===== src/rtl/ttt_pkg.sv =====
// Shared types and constants for the tic-tac-toe turn sequencer.
//   cell_t       : encoding of one board cell (2 bits)
//   game_state_t : sequencer FSM states
//   WIN_LINES    : cell indices of the 8 winning lines, in line-index order
//                  (0-2 rows, 3-5 columns, 6 main diagonal, 7 anti diagonal)
//   NUM_CELLS    : number of board cells
//   NO_LINE      : win_line value meaning "no winning line"
package ttt_pkg;

  typedef enum logic [1:0] {
    EMPTY = 2'b00,
    X     = 2'b01,
    O     = 2'b10
  } cell_t;

  typedef enum logic [1:0] {
    WAIT,
    CHECK,
    OVER
  } game_state_t;

  localparam int         NUM_CELLS = 9;
  localparam logic [3:0] NO_LINE   = 4'd15;

  localparam int WIN_LINES [8][3] = '{
    '{0, 1, 2}, '{3, 4, 5}, '{6, 7, 8},
    '{0, 3, 6}, '{1, 4, 7}, '{2, 5, 8},
    '{0, 4, 8}, '{2, 4, 6}
  };

endpackage


===== src/rtl/ttt_win_detect.sv =====
// Combinational win detector for a 3x3 tic-tac-toe board.
// Ports:
//   i_board [17:0] : cell i at [2i+1:2i] (00 empty, 01 X, 10 O)
//   i_sym   [1:0]  : symbol to test for (X or O)
//   o_hit          : 1 when i_sym owns a complete line
//   o_line  [3:0]  : lowest matching line index, NO_LINE when o_hit is 0
module ttt_win_detect
  import ttt_pkg::*;
(
  input  logic [17:0] i_board,
  input  logic [1:0]  i_sym,
  output logic        o_hit,
  output logic [3:0]  o_line
);

  always_comb begin
    o_hit  = 1'b0;
    o_line = NO_LINE;
    // Scan from the highest line down so the lowest matching index is the
    // one left standing.
    for (int l = 7; l >= 0; l--) begin
      if ((i_sym != EMPTY) &&
          (i_board[2*WIN_LINES[l][0] +: 2] == i_sym) &&
          (i_board[2*WIN_LINES[l][1] +: 2] == i_sym) &&
          (i_board[2*WIN_LINES[l][2] +: 2] == i_sym)) begin
        o_hit  = 1'b1;
        o_line = 4'(l);
      end
    end
  end

endmodule


===== src/rtl/ttt_game_sequencer.sv =====
// Turn sequencer and referee for the VGA tic-tac-toe game.
// Accepts/rejects X and O move requests, holds the board, alternates turns
// and detects win and draw.
// Optional feature: define TURN_TIMEOUT_EN to enable the per-turn time limit
// (TIMEOUT_CYCLES clocks); without it the timeout output is tied low.
// Ports:
//   Clk            : system clock, all state on posedge
//   rst            : asynchronous active-low reset
//   new_game       : synchronous restart (same effect as reset)
//   position [3:0] : cursor cell 0..8 row-major, 9..15 invalid
//   playX / playO  : levels, rising edge requests an X / O move
//   board   [17:0] : cell i at [2i+1:2i], 00 empty, 01 X, 10 O
//   turn           : 0 = X to move, 1 = O to move
//   move_count[3:0]: accepted moves this game
//   move_reject    : 1-cycle pulse, request refused
//   game_over      : high once the game has ended
//   winner  [1:0]  : 00 none, 01 X, 10 O, 11 draw
//   win_line[3:0]  : winning line index, 15 = none
//   timeout        : 1-cycle pulse when a turn expires
module ttt_game_sequencer
  import ttt_pkg::*;
#(
  parameter int X_FIRST        = 1,
  parameter int TIMEOUT_CYCLES = 250_000_000
) (
  input  logic        Clk,
  input  logic        rst,
  input  logic        new_game,
  input  logic [3:0]  position,
  input  logic        playX,
  input  logic        playO,
  output logic [17:0] board,
  output logic        turn,
  output logic [3:0]  move_count,
  output logic        move_reject,
  output logic        game_over,
  output logic [1:0]  winner,
  output logic [3:0]  win_line,
  output logic        timeout
);

  localparam logic TURN_INIT = (X_FIRST != 0) ? 1'b0 : 1'b1;

  game_state_t r_state;
  logic [17:0] r_board;
  logic        r_turn;
  logic [3:0]  r_count;
  logic        r_reject;
  logic        r_over;
  logic [1:0]  r_winner;
  logic [3:0]  r_line;
  logic        r_px_s, r_px_h, r_po_s, r_po_h;

`ifdef TURN_TIMEOUT_EN
  localparam logic [31:0] TO_LAST = 32'(TIMEOUT_CYCLES - 1);
  logic [31:0] r_tcnt;
  logic        r_timeout;
`endif

  logic       w_req_x, w_req_o, w_req_any;
  logic       w_accept;
  logic [1:0] w_sym;
  logic [1:0] w_cell;
  logic       w_hit;
  logic [3:0] w_line;

  assign w_req_x   = r_px_s & ~r_px_h;
  assign w_req_o   = r_po_s & ~r_po_h;
  assign w_req_any = w_req_x | w_req_o;

  // The mover's symbol follows turn; a request only gets in when its symbol
  // matches turn, so this is also the symbol written to the board.
  assign w_sym = r_turn ? O : X;

  always_comb begin
    w_cell = EMPTY;
    for (int i = 0; i < NUM_CELLS; i++) begin
      if (position == 4'(i)) w_cell = r_board[2*i +: 2];
    end
  end

  assign w_accept = (w_req_x ^ w_req_o) && (position <= 4'd8) &&
                    (w_cell == EMPTY) && (w_req_o == r_turn);

  ttt_win_detect u_win_detect (
    .i_board (r_board),
    .i_sym   (w_sym),
    .o_hit   (w_hit),
    .o_line  (w_line)
  );

  always_ff @(posedge Clk or negedge rst) begin
    if (!rst) begin
      r_state  <= WAIT;
      r_board  <= '0;
      r_turn   <= TURN_INIT;
      r_count  <= '0;
      r_reject <= 1'b0;
      r_over   <= 1'b0;
      r_winner <= 2'b00;
      r_line   <= NO_LINE;
      // History preset high: a play level held through reset is not an edge.
      r_px_s   <= 1'b1;
      r_px_h   <= 1'b1;
      r_po_s   <= 1'b1;
      r_po_h   <= 1'b1;
`ifdef TURN_TIMEOUT_EN
      r_tcnt    <= '0;
      r_timeout <= 1'b0;
`endif
    end else if (new_game) begin
      r_state  <= WAIT;
      r_board  <= '0;
      r_turn   <= TURN_INIT;
      r_count  <= '0;
      r_reject <= 1'b0;
      r_over   <= 1'b0;
      r_winner <= 2'b00;
      r_line   <= NO_LINE;
      // Load current levels so a pending request is dropped, not replayed.
      r_px_s   <= playX;
      r_px_h   <= playX;
      r_po_s   <= playO;
      r_po_h   <= playO;
`ifdef TURN_TIMEOUT_EN
      r_tcnt    <= '0;
      r_timeout <= 1'b0;
`endif
    end else begin
      r_px_s   <= playX;
      r_px_h   <= r_px_s;
      r_po_s   <= playO;
      r_po_h   <= r_po_s;
      r_reject <= 1'b0;
`ifdef TURN_TIMEOUT_EN
      r_timeout <= 1'b0;
`endif
      case (r_state)
        WAIT: begin
          if (w_accept) begin
            for (int i = 0; i < NUM_CELLS; i++) begin
              if (position == 4'(i)) r_board[2*i +: 2] <= w_sym;
            end
            r_count <= r_count + 4'd1;
            r_state <= CHECK;
`ifdef TURN_TIMEOUT_EN
            r_tcnt  <= '0;
`endif
          end else begin
            if (w_req_any) r_reject <= 1'b1;
`ifdef TURN_TIMEOUT_EN
            if (r_tcnt == TO_LAST) begin
              r_turn    <= ~r_turn;
              r_timeout <= 1'b1;
              r_tcnt    <= '0;
            end else begin
              r_tcnt <= r_tcnt + 32'd1;
            end
`endif
          end
        end
        CHECK: begin
          // Win is tested before the full-board case so a 9th-move win
          // reports the winner rather than a draw.
          if (w_hit) begin
            r_winner <= w_sym;
            r_line   <= w_line;
            r_over   <= 1'b1;
            r_state  <= OVER;
          end else if (r_count == 4'd9) begin
            r_winner <= 2'b11;
            r_over   <= 1'b1;
            r_state  <= OVER;
          end else begin
            r_turn  <= ~r_turn;
            r_state <= WAIT;
`ifdef TURN_TIMEOUT_EN
            r_tcnt  <= '0;
`endif
          end
        end
        OVER: begin
          if (w_req_any) r_reject <= 1'b1;
        end
        default: r_state <= WAIT;
      endcase
    end
  end

  assign board       = r_board;
  assign turn        = r_turn;
  assign move_count  = r_count;
  assign move_reject = r_reject;
  assign game_over   = r_over;
  assign winner      = r_winner;
  assign win_line    = r_line;

`ifdef TURN_TIMEOUT_EN
  assign timeout = r_timeout;
`else
  logic w_unused_cfg;
  assign w_unused_cfg = (TIMEOUT_CYCLES == 0);
  assign timeout      = 1'b0;
`endif

endmodule


===== config.mk =====
export PLATFORM = sky130hd
export DESIGN_NAME = ttt_game_sequencer
export DESIGN_NICKNAME = d
export VERILOG_FILES = /design/src/rtl/ttt_pkg.sv /design/src/rtl/ttt_win_detect.sv /design/src/rtl/ttt_game_sequencer.sv
export SDC_FILE = /design/constraint.sdc
export NUM_CORES = 1
export LEC_CHECK = 0
export CAP_MARGIN = 5
export CORE_MARGIN = 3
export CORE_UTILIZATION = 50
export CTS_BUF_LIST = sky130_fd_sc_hd__clkbuf_8 sky130_fd_sc_hd__clkbuf_16
export CTS_CLUSTER_SIZE = 20
export DETAILED_ROUTE_END_ITERATION = 12
export HOLD_SLACK_MARGIN = 0.06
export PLACE_DENSITY = 0.76
export SKIP_CTS_REPAIR_TIMING = 1
export SYNTH_ARGS = -nofsm -noshare
export SYNTH_HDL_FRONTEND = slang
export SYNTH_HIERARCHICAL = 1
export SYNTH_SLANG_ARGS = --single-unit

===== constraint.sdc =====
create_clock -name Clk -period 5.5 [get_ports Clk]
set_input_delay 0.55 -clock Clk [delete_from_list [all_inputs] [get_ports Clk]]
set_output_delay 0.55 -clock Clk [all_outputs]
set_load 0.01 [all_outputs]

# Word level (Yosys, flattened, before mapping)
# Index checks and enable logic that the tools add are counted.
[op_classes]
n_mux = 67
n_lt_le_gt_ge = 1
bitwise = 7
n_reduce_logical = 56
add_sub_neg = 1
eq_ne = 25
[ops]
columns = ["cell", "n"]
rows = [
  ["$mux W4", 14],
  ["$mux W18", 3],
  ["$mux W2", 27],
  ["$reduce_and A3 Y1", 10],
  ["$reduce_bool A2 Y1", 14],
  ["$logic_and A1 B1 Y1", 24],
  ["$mux W1", 21],
  ["$eq A2 B2 Y1", 9],
  ["$eq A4 B3 Y1 const B", 4],
  ["$eq A4 B2 Y1 const B", 2],
  ["$eq A4 B4 Y1 const B", 2],
  ["$reduce_and A2 Y1", 4],
  ["$ne A2 B2 Y1 const B", 3],
  ["$pmux W2 S3", 1],
  ["$add A4 B1 Y4 const B", 1],
  ["$eq A4 B1 Y1 const B", 1],
  ["$le A4 B4 Y1 const B", 1],
  ["$logic_not A2 Y1", 2],
  ["$logic_not A4 Y1", 1],
  ["$ne A3 B3 Y1 const B", 1],
  ["$not A1 Y1", 3],
  ["$reduce_bool A3 Y1", 1],
  ["$and A1 B1 Y1", 2],
  ["$eq A2 B1 Y1 const B", 1],
  ["5 further kinds", 5],
]
[totals]
regBits = 37
out_inout_bits = 32
in_bits = 9

# Longest topological paths before layout
# Gate-level depths: netlist (run 1).
[depth]
depth_word = 16
depth_mapped = 13

# Cells and area by module
# The synthesis (run 1) kept the hierarchy.
[modules_own_cells]
columns = ["mod", "n_inst", "area_each_um2", "cells_per_inst", "seq_area_each_um2"]
rows = [
  ["ttt_game_sequencer", 1, 1904.3, 177, 935.9],
  ["ttt_win_detect", 1, 523.0, 75, 0.0],
]

# Worst setup path after synthesis (run 1)
# Ideal clock, no wire load.
[synth_path]
path_type = "flip-flop to flip-flop"
from = "reg r_turn, in the netlist turn"
to = "reg r_winner[0], in the netlist winner[0]"
t_arrival_ns = 2.748
synth_period_minus_slack_ns = 2.847
path_stages_with_launch = 12
path_slack_ns = 2.653
t_required_ns = 5.401
cell_sequence = "dfrtp_1 -> inv_1 -> buf_6 -> and3_2 -> o2111ai_1 -> o21ai_0 -> o21a_1 -> or4_4 -> o21bai_1 -> and2_1 -> clkbuf_1 -> a311oi_1"
[synth_between]
elab_chain_cells = 16
elab_cells_between_ends = 45
[synth_rtl]
columns = ["item", "line", "rtl"]
rows = [
  ["start, declared", "ttt_game_sequencer.sv:46", "logic r_turn;"],
  ["start signal, assigned", "ttt_game_sequencer.sv:175", "r_turn <= ~r_turn;"],
  ["$mux W2 *", "ttt_game_sequencer.sv:73", "assign w_sym = r_turn ? O : X;"],
  ["net w_sym[0]", "ttt_game_sequencer.sv:62", "logic [1:0] w_sym;"],
  ["$eq A2 B2 Y1 / $reduce_bool A2 Y1 (equally long branches)", "ttt_win_detect.sv:23, ttt_win_detect.sv:25, ttt_win_detect.sv:22", ""],
  ["$logic_and A1 B1 Y1", "ttt_win_detect.sv:22", "if ((i_sym != EMPTY) &&"],
  ["$logic_and A1 B1 Y1", "ttt_win_detect.sv:23", "(i_board[2*WIN_LINES[l][0] +: 2] == i_sym) &&"],
  ["$logic_and A1 B1 Y1", "ttt_win_detect.sv:24", "(i_board[2*WIN_LINES[l][1] +: 2] == i_sym) &&"],
  ["$mux W1 (7 in series)", "ttt_win_detect.sv:22", ""],
  ["$mux W1 *", "ttt_win_detect.sv:22", ""],
  ["net w_hit", "ttt_game_sequencer.sv:64", "logic w_hit;"],
  ["$mux W2", "ttt_game_sequencer.sv:165", "if (w_hit) begin"],
  ["$mux W2", "ttt_game_sequencer.sv:138", "case (r_state)"],
  ["$mux W2", "ttt_game_sequencer.sv:111", "end else if (new_game) begin"],
  ["end signal, assigned", "ttt_game_sequencer.sv:166", "r_winner <= w_sym;"],
  ["end, declared", "ttt_game_sequencer.sv:50", "logic [1:0] r_winner;"],
]
# The timed path passes the listed nets; every way through them passes the cells marked *. The select of a mux whose other input is x is not followed.
# A chain may end at the register's enable or synchronous reset.

# Final worst setup path (run 1)
# Same ends and word-level chain as after synthesis.

==> summary.md, run 1 <==
| Metric | Value |
|---|---|
| Avg WL per Cell | `17.14 um` |
| Final cell count without fillers | `338` |
| Core area | `4504 um^2` |
| Max-Cap Viols | `0` |
| Final period utilization | `0.6853` |
| DPL Wire Length | `4.149 mm` |
| Combinational share of power | `0.146` |
| 1st-iter DRT viols | `193` |
| Critical path type | `flop to flop` |
| Yosys top cell area share | `0.2990` |
| Synth Area per Inst | `9.632 um^2` |
| Clock Path Buffers | `2` |
| Worst-path maximum fanout | `25` |
| Residual DRC | `0` |
| Routability congestion estimate from global placement | `0.8876` |
| Max IR drop VDD | `0.0001383 V` |
| Status | `finished clean` |
| Slew headroom | `0.4534` |
| IO buf count | `39` |
| Synth cell types | `62` |
| Worst Tran Pin Value | `0.8199 ns` |
| TNS Setup | `0 ns` |
| CTS tree | `built` |
| Seq pwr share | `0.495` |
| Site row count | `24` |
| Synth-to-layout area growth | `18.92%` |
| Hold Crit Class | `input port to async pin` |
| Power Density | `200.9 nW/um^2` |
| Setup violators final | `0` |
| Minimum clock period | `3.769 ns` |
| Vias/cell | `6.192` |
| Top FF cell, synth | `dfrtp_1` |
| Latest clock arrival within the worst-skew pair | `0.29 ns` |
| Die area | `5727 um^2` |
| Largest net degree at the start of global routing | `44` |
| Die H | `75.68 um` |
| Root buf cell | `clkbuf_8` |
| Main area contributors after synthesis | `dfrtp_1, dfstp_2, o41ai_1, nand2b_1, nor2_1` |
| RSZ-0062 raised after global routing | `false` |
| Register bit total from synthesis | `37` |
| Num CTS Buffers | `5` |
| Chip Width | `75.68 um` |
| Synthesized area | `2427 um^2` |
| Sequential fraction of the synthesis area | `0.3856` |
| I/O pin total | `41` |
| Placed cell count | `330` |
| Post-synth EDFFs | `0` |
| Clk sinks | `37` |
| Ys async rst share | `1.000` |
| Vias in the first global route | `1957` |
| Initial Util | `0.5389` |
| Switching Share | `0.2667` |
| Gate count after technology mapping | `252` |
| Initial antenna violation count | `0` |
| Global Route Usage Sum | `0.2277` |
| Share of layout cells above drive strength 1 | `0.1573` |
| Post-synth net total | `264` |
| Psw | `0.1546 mW` |
| Final hold vios | `0` |
| Wire length of the first global-routing pass | `9.749 mm` |
| Clock slew at reported path FFs | `0.07 ns` |
| Slew Viols, Final | `0` |
| Antenna-violating nets left | `0` |
| Synth Warn # | `6` |
| Htree depth | `2` |
| Clock power share | `0.359` |
| DR vias | `2093` |
| Crit path required time | `5.69 ns` |
| Most frequent cell after synthesis | `dfrtp_1` |
| Drt pass-1 iters | `4` |
| Antenna diode count | `0` |
| Internal power | `0.4252 mW` |
| CP Capture Type | `flop` |
| Synth area leader | `dfrtp_1` |
| Global route overflow | `0` |
| Max frequency | `265.3 MHz` |
| Clk_skew | `0.003978 ns` |
| Synth cell count leaders | `dfrtp_1, nor2_1, nand2b_1` |
| Lkg Pwr | `1.149 nW` |
| Worst setup SP type | `flop` |
| Nets | `297` |
| Total Routed Length | `5.792 mm` |
| WP data arrival | `3.96 ns` |
final timing paths:
path	from	to	slack [ns]	cells past startpoint
worst max-delay path	turn$_DFFE_PN0P_	winner[0]$_DFFE_PN0P_	1.73	9
worst min-delay path	rst	board[3]$_DFFE_PN0P_	0.35	1
worst max register to register	turn$_DFFE_PN0P_	winner[0]$_DFFE_PN0P_	1.73	9
worst min register to register	game_over$_DFFE_PN0P_	game_over$_DFFE_PN0P_	0.51	2
max in group asynchronous	rst	turn$_DFFE_PN0P_	4.63	1
min in group Clk	game_over$_DFFE_PN0P_	game_over$_DFFE_PN0P_	0.51	2
flip-flops by register name, indices dropped and copies added (netlist names):
name         cells
move_reject      1
win_line         4
r_state          2
board           18
r_px_s           1
winner           2
r_po_s           1
r_px_h           1
game_over        1
move_count       4
turn             1
r_po_h           1
power groups by stage:
stage	logic (mW)	clock network, mW	registers, mW
after global routing	0.0941	0.228	0.288
after detailed placement	0.0839	0	0.292
final	0.0847	0.208	0.287
after floorplan	0.0607	0	0.290
after CTS	0.0845	0.212	0.287
after global placement	0.0826	0	0.291
critical path, cell delays in order, from the launching register on:
cell and delay (ns):
dfrtp_1 0.81, inv_1 0.57, nor2b_1 0.35, a32o_1 0.30
o221a_2 0.14, or2_4 0.26, or4_4 0.57, o21bai_1 0.19
and2_1 0.19, a311oi_1 0.27
layer usage:
metal	GRT usage	wire [um]	vias up
met5	0	0	-
met4	0.07767	86	0
met3	0.04617	256	8
met2	0.3413	2692	67
met1	0.3286	2757	1006
li1	-	-	1012
kinds of logic (layout without fill, tap and decap cells):
group | after synthesis | count (layout) | synth area share
AO/OA/AOI/OAI | 62 | 62 | 0.2191
other | 1 | 1 | 0.001545
buffers and inverters | 22 | 56 | 0.05360
flip-flops | 37 | 37 | 0.3856
multiplexers | 6 | 6 | 0.02783
XOR/XNOR | 8 | 8 | 0.02887
adder cells (fa/ha/maj) | 3 | 3 | 0.01547
AND/OR/NAND/NOR | 113 | 113 | 0.2680
layout make-up:
type,instances,area (um^2)
tap,52,65.06
multi-input combinational,193,1361
timing repair buffer,40,392.9
inverter,8,30.03
clock inverter,1,5.005
clock buffer,7,96.34
sequential,37,935.9
fill,406,1618
metrics by stage:
step	setup slack (ns)	power, mW	instance area [um^2]	hold WS [ns]	utilization
floorplan	2.653	0.3505	2427	0.2544	-
global placement	1.848	0.3740	2785	0.4973	0.6183
detailed placement	1.771	0.3757	2785	0.5071	0.6183
CTS	1.736	0.5837	2887	0.3713	0.6408
global route	1.480	0.6098	2887	0.4204	0.6408
finish	1.731	0.5799	2887	0.3526	0.6408
cell usage in the layout (no fill, tap or decap), types with 6 or more instances in the layout:
master,synthesis,layout
and3_1,11,11
clkbuf_8,1,7
clkdlybuf4s50_1,0,38
dfrtp_1,29,29
dfstp_2,8,8
inv_1,8,8
nand2_1,7,7
nand2b_1,15,15
nand3_1,7,7
nor2_1,24,24
nor2b_1,11,11
nor3_1,13,13
o21ai_0,6,6
o22ai_1,6,6
o41ai_1,12,12
xnor2_1,6,6
No activity file was read; power rests on OpenSTA's default activity.
==> run 2: changes to the inputs <==
Settings changed: CORE_UTILIZATION 50 to 48.
Clock period 5.5 ns to 3.2 ns, I/O delays scaled along.
==> run 2 against run 1 <==
Net effect:
- register-to-register slack got worse by 1.5 ns
- via count rose by 1.5%
- hold slack got worse by 0.22 ns
- combinational power up 82%
- critical path depth is 1 higher
- routed wire length is 0.55% higher
- global-route usage fell by 2.1 points
- sequential share of layout area down 0.46 points
- clock-buffer cell count unchanged
- sequential power up 70%
- worst setup slack lost 1.5 ns
- largest cell class unchanged
==> summary.md, run 2 (synthesis results as in run 1) <==
| Metric | Value |
|---|---|
| Clock power share | `0.355 (-0.004)` |
| Total Routed Length | `5.824 mm (+0.55%)` |
| CP peak stage delay | `0.56 ns (-0.25 ns)` |
| Residual DRC | `0 (unchanged)` |
| Status | `finished clean` |
| Avg WL per Cell | `16.36 um (-4.5%)` |
| Worst-path maximum fanout | `20 (-20%)` |
| Critical Path Slowest Stage Cell | `or4_4` |
| Vias in the first global route | `1972 (+0.77%)` |
| Cell Area, Placed | `2826 um^2 (+1.5%)` |
| Clock Path Buffers | `2 (unchanged)` |
| Reg-to-reg setup timing slack | `0.19 ns (-1.54 ns)` |
| DPL Wire Length | `4.221 mm (+1.7%)` |
| Routability congestion estimate from global placement | `0.8660 (-2.4%)` |
| Combinational share of power | `0.154 (+0.008)` |
| Crit path cell chain | `inv_1 > buf_4 > xnor2_1 > a32o_1 > o221a_2 > or2_4 > or4_4 > o21bai_1 > and2_1 > a311oi_1` |
| Global route overflow | `0 (unchanged)` |
| Max FFs per register | `18 (unchanged)` |
| Share of layout cells above drive strength 1 | `0.1661 (+0.008747)` |
| Site row count | `25 (+4.2%)` |
| 1st-iter DRT viols | `281 (+46%)` |
| Clock slew at reported path FFs | `0.07 ns (about the same)` |
| Num CTS Buffers | `5 (unchanged)` |
| Worst setup SP type | `flop` |
| Die area | `5946 um^2 (+3.8%)` |
| Wire length of the first global-routing pass | `9.956 mm (+2.1%)` |
| Power Density | `340.0 nW/um^2 (+69%)` |
| Worst path bufs/invs | `2 (+1)` |
| DP Worst Slack | `0.2895 ns (-1.481 ns)` |
| Seq pwr share | `0.491 (-0.004)` |
| Minimum clock period | `3.009 ns (-0.7605 ns)` |
| Latest clock arrival within the worst-skew pair | `0.28 ns (about the same)` |
| Slew Viols, Final | `0 (unchanged)` |
| FF-to-FF path depth | `10 (+1)` |
| Clk sinks | `37 (unchanged)` |
| Setup violators final | `0 (unchanged)` |
| Antenna diode count | `0 (unchanged)` |
| Final hold vios | `0 (unchanged)` |
| Critical path type | `flop to flop` |
| IO buf count | `39 (unchanged)` |
| R2r startpoint | `turn$_DFFE_PN0P_` |
| WP data arrival | `3.19 ns (-0.77 ns)` |
| Hold Crit Class | `input port to async pin` |
| Setup crit start | `turn$_DFFE_PN0P_` |
| Chip Width | `77.11 um (+1.9%)` |
| DR vias | `2124 (+1.5%)` |
| Max-Cap Viols | `0 (unchanged)` |
| Max IR drop VDD | `0.0002112 V (+53%)` |
| Nets | `300 (+1.0%)` |
| Most common cell after layout, fill and taps aside | `clkdlybuf4s50_1` |
| Initial antenna violation count | `0 (unchanged)` |
| Core area | `4817 um^2 (+6.9%)` |
| Synth-to-layout area growth | `20.62%` |
| Switching Share | `0.2624 (-0.004326)` |
| Die H | `77.11 um (+1.9%)` |
| Crit path required time | `3.38 ns (-2.31 ns)` |
| Drt pass-1 iters | `4 (unchanged)` |
| Clk_skew | `0.006715 ns (+0.002736 ns)` |
| Slew headroom | `0.4603 (+0.006901)` |
| Largest net degree at the start of global routing | `38 (-14%)` |
| Root buf cell | `clkbuf_8` |
| Initial Util | `0.5039 (-0.03499)` |
| Global Route Usage Sum | `0.2069 (-0.02078)` |
| Max frequency | `332.4 MHz (+25%)` |
| R2r endpoint | `winner[1]$_DFFE_PN0P_` |
| TNS Setup | `0 ns (unchanged)` |
| Psw | `0.2611 mW (+69%)` |
| Final period utilization | `0.9402 (+0.2549)` |
| Internal power | `0.7342 mW (+73%)` |
| Setup slack after layout | `0.1915 ns (-1.539 ns)` |
| CTS tree | `built` |
| Fillers | `440 (+8.4%)` |
| Htree depth | `2 (unchanged)` |
| I/O pin total | `41 (unchanged)` |
| CP top delay family | `simple AND/OR/NAND/NOR gates` |
| Worst Tran Pin Value | `0.8095 ns (-0.01035 ns)` |
| Final non-filler cell area | `2928 um^2 (+1.4%)` |
| Antenna-violating nets left | `0 (unchanged)` |
| RSZ-0062 raised after global routing | `false` |
| CP Capture Type | `flop` |
| Commonest cells after routing, fill and taps aside | `clkdlybuf4s50_1, dfrtp_1, nor2_1, nand2b_1, nor3_1` |
| Lkg Pwr | `1.163 nW (+1.3%)` |
| Vias/cell | `5.966 (-3.6%)` |
-- run 2: cell count changes in the layout (fill, tap and decap cells not counted), sizes merged --
cell,delta
buf,+3
-- run 2: power by group through the flow --
stage	clock [mW]	sequential, mW	combinational, mW
after floorplan	0	0.498	0.104
after global placement	0	0.496	0.152
after detailed placement	0	0.497	0.152
after CTS	0.363	0.488	0.153
after global routing	0.389	0.489	0.170
final	0.354	0.488	0.154
-- run 2: worst max path at each step --
stage | to | slack, ns | cells past startpoint
2_1_floorplan | winner[0]$_DFFE_PN0P_ | 0.35 | 11
3_3_place_gp | winner[0]$_DFFE_PN0P_ | 0.37 | 10
3_5_place_dp | winner[1]$_DFFE_PN0P_ | 0.29 | 10
4_1_cts | winner[1]$_DFFE_PN0P_ | 0.23 | 10
5_1_grt | winner[1]$_DFFE_PN0P_ | 0.06 | 10
6_report | winner[1]$_DFFE_PN0P_ | 0.19 | 10
-- run 2: metrics by stage --
stage,hold WS (ns),util,cells,power (mW)
final,0.1316,0.6078,356,0.9953
after global routing,0.1899,0.6078,356,1.049
after CTS,0.1483,0.6078,356,1.004
after detailed placement,0.4589,0.5868,348,0.6489
after global placement,0.4536,0.5868,348,0.6481
after floorplan,0.02441,-,252,0.6023
-- run 2: metal layers --
| metal | share of wire | global-route usage | vias up | wire length, um |
|---|---|---|---|---|
| li1 | - | - | 1016 | - |
| met1 | 0.46 | 0.2995 | 1039 | 2697 |
| met2 | 0.48 | 0.3214 | 60 | 2770 |
| met3 | 0.048 | 0.03404 | 9 | 280 |
| met4 | 0.013 | 0.05516 | 0 | 75 |
| met5 | 0 | 0 | - | 0 |
-- run 2: final cells by class --
cell class | instances | area [um^2] | area share
clock buffers | 7 | 96.34 | 0.03291
inverters | 8 | 30.03 | 0.01026
flip-flops and latches | 37 | 935.9 | 0.3197
clock inverters | 1 | 5.005 | 0.001709
repair buffers | 43 | 415.4 | 0.1419
well taps | 67 | 83.83 | 0.02863
multi-input cells | 193 | 1361 | 0.4650
-- run 2: worst reg2reg max path, cell delays in order, from the launching register on --
cell and delay [ns]:
dfrtp_1 0.38, inv_1 0.18, buf_4 0.28, xnor2_1 0.11, a32o_1 0.30, o221a_2 0.14, or2_4 0.26, or4_4 0.56
o21bai_1 0.19, and2_1 0.20, a311oi_1 0.30
==> run 3: changes to the inputs <==
Settings changed: ABC_CLOCK_PERIOD_IN_PS set to 3200, HOLD_SLACK_MARGIN 0.06 to unset.
==> results of run 3 <==
Same layout as run 2: the final DEF is identical, and so are final timing and power.
